### config.mk
export PLATFORM = sky130hd
export DESIGN_NAME = mem_arbiter
export DESIGN_NICKNAME = d
export VERILOG_FILES = /design/src/rtl/mem_arbiter.sv
export SDC_FILE = /design/constraint.sdc
export NUM_CORES = 1
export LEC_CHECK = 0
export ABC_AREA = 1
export BUFFER_PORTS_ARGS = -buffer_cell sky130_fd_sc_hd__buf_2
export CORE_UTILIZATION = 27
export DETAILED_ROUTE_END_ITERATION = 8
export GPL_TIMING_DRIVEN = 0
export MAX_ROUTING_LAYER = met4
export PLACE_DENSITY_LB_ADDON = 0.12
export SYNTH_ARGS = -nofsm -noshare
export SYNTH_HDL_FRONTEND = slang
export SYNTH_SLANG_ARGS = --single-unit
### constraint.sdc
create_clock -name clk -period 4.9 [get_ports clk]
set_input_delay 0.49 -clock clk [delete_from_list [all_inputs] [get_ports clk]]
set_output_delay 0.49 -clock clk [all_outputs]
set_load 0.01 [all_outputs]
### src/rtl/mem_arbiter.sv
// mem_arbiter
// Shares one pipelined main memory between the I-cache and the D-cache.
// It serves three kinds of request, one at a time:
//   - I-miss block fills
//   - D-miss block fills
//   - D-side write-through stores
// A fill issues BLK_WDS sequential word reads from the block base. Returning
// words are steered into the requesting cache's data array. The tag/valid
// write is pulsed together with the last word.
//
// State table:
//   state   | meaning
//   IDLE    | no transfer; arbitrate pending requests (wr > d-miss > i-miss)
//   I_FILL  | issuing/receiving an I-cache block fill
//   D_FILL  | issuing/receiving a D-cache block fill
//   D_WRITE | single-cycle write-through store to memory
//
// Ports:
//   clk, rst                      clock, synchronous active-high reset
//   icache_miss/_addr             I-miss request (level) and address
//   dcache_miss/_addr             D-miss request (level) and address
//   dcache_wr/_addr/_data         store request, address, data
//   mem_data_in, mem_data_valid   read return from memory
//   mem_addr/wdata/en/wr          memory command
//   fill_data, fill_word_idx      word and index for the cache data arrays
//   fill_i_we, fill_d_we          data array write strobes
//   tag_i_we, tag_d_we            tag/valid write pulses
//   i_stall, d_stall              pipeline freeze lines
module mem_arbiter #(
  parameter int AWIDTH  = 16,
  parameter int DWIDTH  = 16,
  parameter int MEM_LAT = 4,
  parameter int BLK_WDS = 8
) (
  input  logic                       clk,
  input  logic                       rst,
  input  logic                       icache_miss,
  input  logic [AWIDTH-1:0]          icache_miss_addr,
  input  logic                       dcache_miss,
  input  logic [AWIDTH-1:0]          dcache_miss_addr,
  input  logic                       dcache_wr,
  input  logic [AWIDTH-1:0]          dcache_wr_addr,
  input  logic [DWIDTH-1:0]          dcache_wr_data,
  input  logic [DWIDTH-1:0]          mem_data_in,
  input  logic                       mem_data_valid,
  output logic [AWIDTH-1:0]          mem_addr,
  output logic [DWIDTH-1:0]          mem_wdata,
  output logic                       mem_en,
  output logic                       mem_wr,
  output logic [DWIDTH-1:0]          fill_data,
  output logic [$clog2(BLK_WDS)-1:0] fill_word_idx,
  output logic                       fill_i_we,
  output logic                       fill_d_we,
  output logic                       tag_i_we,
  output logic                       tag_d_we,
  output logic                       i_stall,
  output logic                       d_stall
);

  localparam int IW = $clog2(BLK_WDS);
  localparam int CW = $clog2(BLK_WDS + 1);
  localparam logic [AWIDTH-1:0] BLK_MASK = ~AWIDTH'(2 * BLK_WDS - 1);

  // The sequencer does not depend on the read latency: it counts returned
  // words rather than timing them. Any latency of at least one cycle works.
  if (MEM_LAT < 1) begin : g_lat_check
    $error("mem_arbiter: MEM_LAT must be at least 1");
  end

  typedef enum logic [1:0] {IDLE, I_FILL, D_FILL, D_WRITE} state_t;

  state_t            state, state_nxt;
  logic [CW-1:0]     issue_cnt, recv_cnt;
  logic [AWIDTH-1:0] base;
  logic              issue_inc, recv_inc;
  logic              last_word;

  always_ff @(posedge clk) begin
    if (rst) begin
      state     <= IDLE;
      issue_cnt <= '0;
      recv_cnt  <= '0;
      base      <= '0;
    end else begin
      state <= state_nxt;
      if (state == IDLE) begin
        issue_cnt <= '0;
        recv_cnt  <= '0;
        if (state_nxt == I_FILL)
          base <= icache_miss_addr & BLK_MASK;
        else if (state_nxt == D_FILL)
          base <= dcache_miss_addr & BLK_MASK;
      end else begin
        if (issue_inc) issue_cnt <= issue_cnt + CW'(1);
        if (recv_inc)  recv_cnt  <= recv_cnt + CW'(1);
      end
    end
  end

  assign last_word = (recv_cnt == CW'(BLK_WDS - 1));

  always_comb begin
    state_nxt     = state;
    issue_inc     = 1'b0;
    recv_inc      = 1'b0;
    mem_addr      = '0;
    mem_wdata     = '0;
    mem_en        = 1'b0;
    mem_wr        = 1'b0;
    fill_data     = mem_data_in;
    fill_word_idx = '0;
    fill_i_we     = 1'b0;
    fill_d_we     = 1'b0;
    tag_i_we      = 1'b0;
    tag_d_we      = 1'b0;

    case (state)
      IDLE: begin
        if (dcache_wr)        state_nxt = D_WRITE;
        else if (dcache_miss) state_nxt = D_FILL;
        else if (icache_miss) state_nxt = I_FILL;
      end

      D_WRITE: begin
        mem_en    = 1'b1;
        mem_wr    = 1'b1;
        mem_addr  = dcache_wr_addr;
        mem_wdata = dcache_wr_data;
        state_nxt = IDLE;
      end

      I_FILL, D_FILL: begin
        if (issue_cnt < CW'(BLK_WDS)) begin
          mem_en    = 1'b1;
          mem_addr  = base + AWIDTH'({issue_cnt, 1'b0});
          issue_inc = 1'b1;
        end
        // Cache-side strobes are suppressed during reset so that data
        // already in flight cannot reach a cache array.
        if (mem_data_valid && (recv_cnt < CW'(BLK_WDS))) begin
          recv_inc      = 1'b1;
          fill_word_idx = recv_cnt[IW-1:0];
          if (state == I_FILL) begin
            fill_i_we = ~rst;
            tag_i_we  = ~rst & last_word;
          end else begin
            fill_d_we = ~rst;
            tag_d_we  = ~rst & last_word;
          end
          if (last_word) state_nxt = IDLE;
        end
      end

      default: state_nxt = IDLE;
    endcase
  end

  // Pending requests stall the pipeline while they wait for arbitration.
  assign i_stall = icache_miss | (state == I_FILL);
  assign d_stall = dcache_miss | dcache_wr | (state == D_FILL) | (state == D_WRITE);

endmodule
# After elaboration in Yosys (flattened, before gate mapping)

Cells that the tools add are included.
W data, S select, Z words.

Input bits: 86
Bits in registers: 26
Logic and storage cells: 58
Output and inout bits: 59

Magnitude comparators: 2
Multiplexer cells: 31
Bitwise gates (word level): 6
Add/sub/neg operators: 3
Equality and inequality tests: 6
Reductions and logical operators: 6

Operators by type and width:

| kind                  | number |
|---|---|
| $mux W16              | 4 |
| $pmux W16 S2          | 1 |
| $mux W1               | 17 |
| $add A16 B5 Y16       | 1 |
| $mux W2               | 5 |
| $add A4 B1 Y4 const B | 2 |
| $lt A4 B4 Y1 const B  | 2 |
| $eq A2 B2 Y1 const B  | 3 |
| $mux W3               | 2 |
| $pmux W2 S3           | 1 |
| $eq A2 B1 Y1 const B  | 2 |
| $eq A4 B3 Y1 const B  | 1 |
| $or A1 B1 Y1          | 4 |
| $reduce_or A2 Y1      | 2 |
| $logic_not A2 Y1      | 1 |
| $pmux W1 S2           | 1 |
| $reduce_and A2 Y1     | 1 |
| $reduce_bool A2 Y1    | 1 |
| $and A1 B1 Y1         | 1 |
| $logic_and A1 B1 Y1   | 1 |
| $not A1 Y1            | 1 |

# Logic depth before layout (Yosys ltp)

Depth after elaboration: 7
Depth in mapped cells: 12
Mapped depth without buffers: 11

# Worst setup path after synthesis

No wires, ideal clock.

Kind: register to register
Start point: register state[0]
End point: register base[10]
Slack: 2.988 ns
Clock period less this slack: 1.912 ns
Buffers on the path: 1
Arrival time: 1.786 ns
Stages on the path, launching flop included: 12
Cell sequence: dfxtp_1 inv_1 ha_1 inv_1 nor2_1 nand3_1 nand2_1 inv_1 ha_1 nor2_4 buf_2 a31oi_1

Cells in the longest elaborated chain, start to end: 7

RTL lines:

| what                                                | RTL line | source |
|---|---|---|
| from (decl)                                         | 72       | `state_t state, state_nxt;` |
| from (signal assigned)                              | 85       | `state <= state_nxt;` |
| $mux W2                                             | 121      | `else if (icache_miss) state_nxt = I_FILL;` |
| $mux W2                                             | 120      | `else if (dcache_miss) state_nxt = D_FILL;` |
| $mux W2                                             | 119      | `if (dcache_wr) state_nxt = D_WRITE;` |
| $pmux W2 S3                                         | 117      | `case (state)` |
| $eq A2 B1 Y1 / $eq A2 B2 Y1 (equally long branches) | 89, 91   |  |
| $reduce_bool A2 Y1 (no line)                        | --       |  |
| $reduce_and A2 Y1 (no line)                         | --       |  |
| to (signal assigned)                                | 90       | `base <= icache_miss_addr & BLK_MASK;` |
| to (signal assigned)                                | 92       | `base <= dcache_miss_addr & BLK_MASK;` |
| to (decl)                                           | 74       | `logic [AWIDTH-1:0] base;` |

Parallel ways exist; a longest one is shown, timed or not.
A chain may end at the register's enable or synchronous reset.

# Worst setup path in the final report

Start point: register state[0]
End point: output port mem_addr[4]

Cells in the longest elaborated chain, start to end: 3

RTL lines:

| what                                                | RTL line | source |
|---|---|---|
| $eq A2 B1 Y1 / $eq A2 B2 Y1 (equally long branches) | 117      |  |
| $reduce_or A2 Y1                                    | 117      |  |
| $pmux W16 S2 *                                      | 117      |  |
| to (decl)                                           | 46       | `output logic [AWIDTH-1:0] mem_addr,` |

Every way passes the cells marked *; elsewhere a longest branch is shown, timed or not.

==> impl_metrics.tcl <==
set metrics [dict create \
    run_status "finished, final reports clean" \
    report.final.slew_viol_count 0 \
    synth_top_area_share 0.253 \
    fin_worst_skew_ns 0.00459 \
    route.final.wire_length_um 5340 \
    min-delay-start "rst" \
    timing.critical_path.from_type "flop" \
    total_setup_violations_reported_at_the_end_of_the_flow 0 \
    grt_pass1_wl_um 7960 \
    p_leak_nw 1.45 \
    ios 145 \
    timing.max_cap.violations 0 \
    r2r_setup_slack_ns 2.71 \
    crit_path_top_delay_cell "dfxtp_1" \
    detailroute.via_count 2137 \
    tightest_slew_ns 0.228 \
    cts.hold.buffers_added 0 \
    worstPathCellList "inv_1, ha_1, nand2_1, clkinv_2, buf_6, nand2_1, a21oi_1, buf_2" \
    cts.clk_slew.worst_paths_ns 0.08 \
    y_dimension_of_the_die_um 82.3 \
    hp-class "primary input to flop" \
    placed_cells_incl_taps 482 \
    layout.cells.most_common "buf_2" \
    synthesis.yosys.warnings 0 \
    rr_startpoint "state[0]" \
    rsz0062_at_grt "false" \
    synthesis.area_um2 1740 \
    synthesized_flop_and_latch_total 22 \
    layout.cells.non_filler 486 \
    gpl.final_weighted_congestion 0.801 \
    final_hold_viol_count 0 \
    num-nets-final 505 \
    hold-path-cell-count 2 \
    grt_start_max_net_pins 14 \
    antenna_cells_inserted 0 \
    end_kind "output port" \
    critical_path_required_ns 4.41 \
    layout_common_cells "buf_2 (128), nand2_1 (95), inv_1 (38), dfxtp_1 (22), a21oi_1 (21)" \
    final_antenna_net_count 0 \
    post_synthesis_area_per_instance_um2 6.05 \
    initial_utilization 0.288 \
    r2r.worst_path.cells 11 \
    critPathMostFrequentCell "nand2_1" \
    critPathMaxFanout 10 \
    crit_path_max_incr_delay_ns 0.39 \
    coreArea_um2 6060 \
    postCtsResizedCells 0 \
    netlist.top_cell.by_area "dfxtp_1" \
    power.density_nw_per_um2 278 \
    placement_rows 28 \
    final_core_util 0.413 \
    routed_via_density 4.40 \
    worst_r2r_endpoint "base[14]" \
    postSynthCellCount 288 \
    grt_overflow_total 0 \
    min_to "state[1]" \
    initial_drc_count 67 \
    finalCriticalPeriod_ns 2.37 \
    max_freq_mhz 423 \
    drt_wl_cell_um 11.0 \
    grt.total_usage 0.156 \
    chipWidth_um 82.3 \
    fin_crit_sh 0.483 \
    arrival_ns 1.88 \
    number_of_antenna_violations_at_the_first_check_in_global_routing 0 \
    worst-setup-path-type "flop to output port" \
    synth-seq-area-share 0.253 \
    cts_buffers 3 \
    fp.dieArea_um2 6780 \
    post_dp_hpwl_um 4500 \
    top_post_synthesis_cells_by_area "dfxtp_1 (25%), nand2_1 (20%), inv_1 (8.2%)" \
    syn_nets 381 \
    ctsHtreeMaxLevel 1 \
    max_slew_headroom 0.846 \
    ys_types 23 \
    clk_root_buffer_cell "clkbuf_8" \
    fill_cells 689 \
    vdd_drop_max_mv 0.156 \
    worstSkewPairLatency_ns 0.27 \
    grt_pass1_vias 1758 \
    sinks_on_clock_net 22 \
    buffer_ports.inserted 119 \
    drt-pass1-iter-count 4 \
    detail_route.drc_violations 0 \
    tritoncts "done" \
    clockBufferDepth 2 \
    fraction_of_layout_instances_using_a_drive_strength_above_1 0.394 \
    postCtsSetupRepairBufs 0 \
    totalNegativeSetupSlack_ns 0 \
    synthToLayoutAreaGrowth_pct 43.6 \
]
-- through the flow --
step	worst slack, ns	power, mW	cell area (um^2)	hold slack [ns]
finish	2.53	0.695	2500	0.465
global route	2.38	0.753	2500	0.477
CTS	2.51	0.703	2500	0.461
detailed placement	2.70	0.527	2430	0.468
global placement	2.74	0.525	2430	0.466
floorplan	2.99	0.427	1740	0.448
-- power by group --
| group | leakage [nW] | switching (mW) | internal (mW) |
|---|---|---|---|
| Sequential | 0.181 | 0.0332 | 0.211 |
| Combinational | 1.24 | 0.160 | 0.116 |
| Clock | 0.0357 | 0.0659 | 0.109 |
-- per-layer routing --
layer / part of all wire / GRT usage
met2: 0.43 / 0.247
met4: 0.0086 / 0.0421
met1: 0.47 / 0.207
met5: 0 / -
met3: 0.091 / 0.0231
-- cell families (layout without fill, tap and decap cells) --
family,after synthesis,count (layout),synth area share
compound gates,55,55,0.171
fa+ha+maj,7,7,0.0502
buf+inv,71,194,0.212
flops,22,22,0.253
simple gates,133,133,0.314
-- layout make-up --
class | instances | area [um^2] | share of cell area
multi-input combinational | 195 | 933 | 0.373
timing repair buffer | 119 | 596 | 0.238
sequential | 22 | 440 | 0.176
buffer | 30 | 214 | 0.0855
inverter | 41 | 155 | 0.0620
tap | 75 | 93.8 | 0.0375
clock buffer | 3 | 41.3 | 0.0165
clock inverter | 1 | 30.0 | 0.0120
-- sequential cells by signal, summed over array words and instances (netlist names) --
name,cells
recv_cnt,4
state,2
issue_cnt,4
base,12
-- Yosys cell counts --
cell      instances
a21oi_1          21
buf_2             9
nor2_2            3
nor2_4            2
nor4_1            2
o211a_1           1
inv_1            38
a21o_1            1
o21ai_0          12
o21ai_1           8
nand2_1          95
inv_2             2
or2_0             1
dfxtp_1          22
a31oi_1          12
clkinv_2          1
nor3_1            3
buf_4            18
nor2_1           16
buf_6             3
ha_1              7
nand2_2           1
nand3_1          10
-- critical path, delay by kind of cell (launching register included) --
family          cells  cell delay, ns
buf+inv             4            0.53
flops               1            0.39
fa+ha+maj           1            0.37
simple gates        2            0.19
compound gates      1            0.13
-- worst max-delay path by stage --
stage               depth (start not counted)  startpoint  slack, ns          end
floorplan                                  11    state[0]       2.99     base[10]
global placement                           11    state[0]       2.74      base[7]
detailed placement                         11    state[0]       2.70     base[14]
CTS                                         8    state[0]       2.51  mem_addr[3]
global route                                8    state[0]       2.38  mem_addr[3]
finish                                      8    state[0]       2.53  mem_addr[4]
Note: power is estimated with default switching activity, not from simulation.
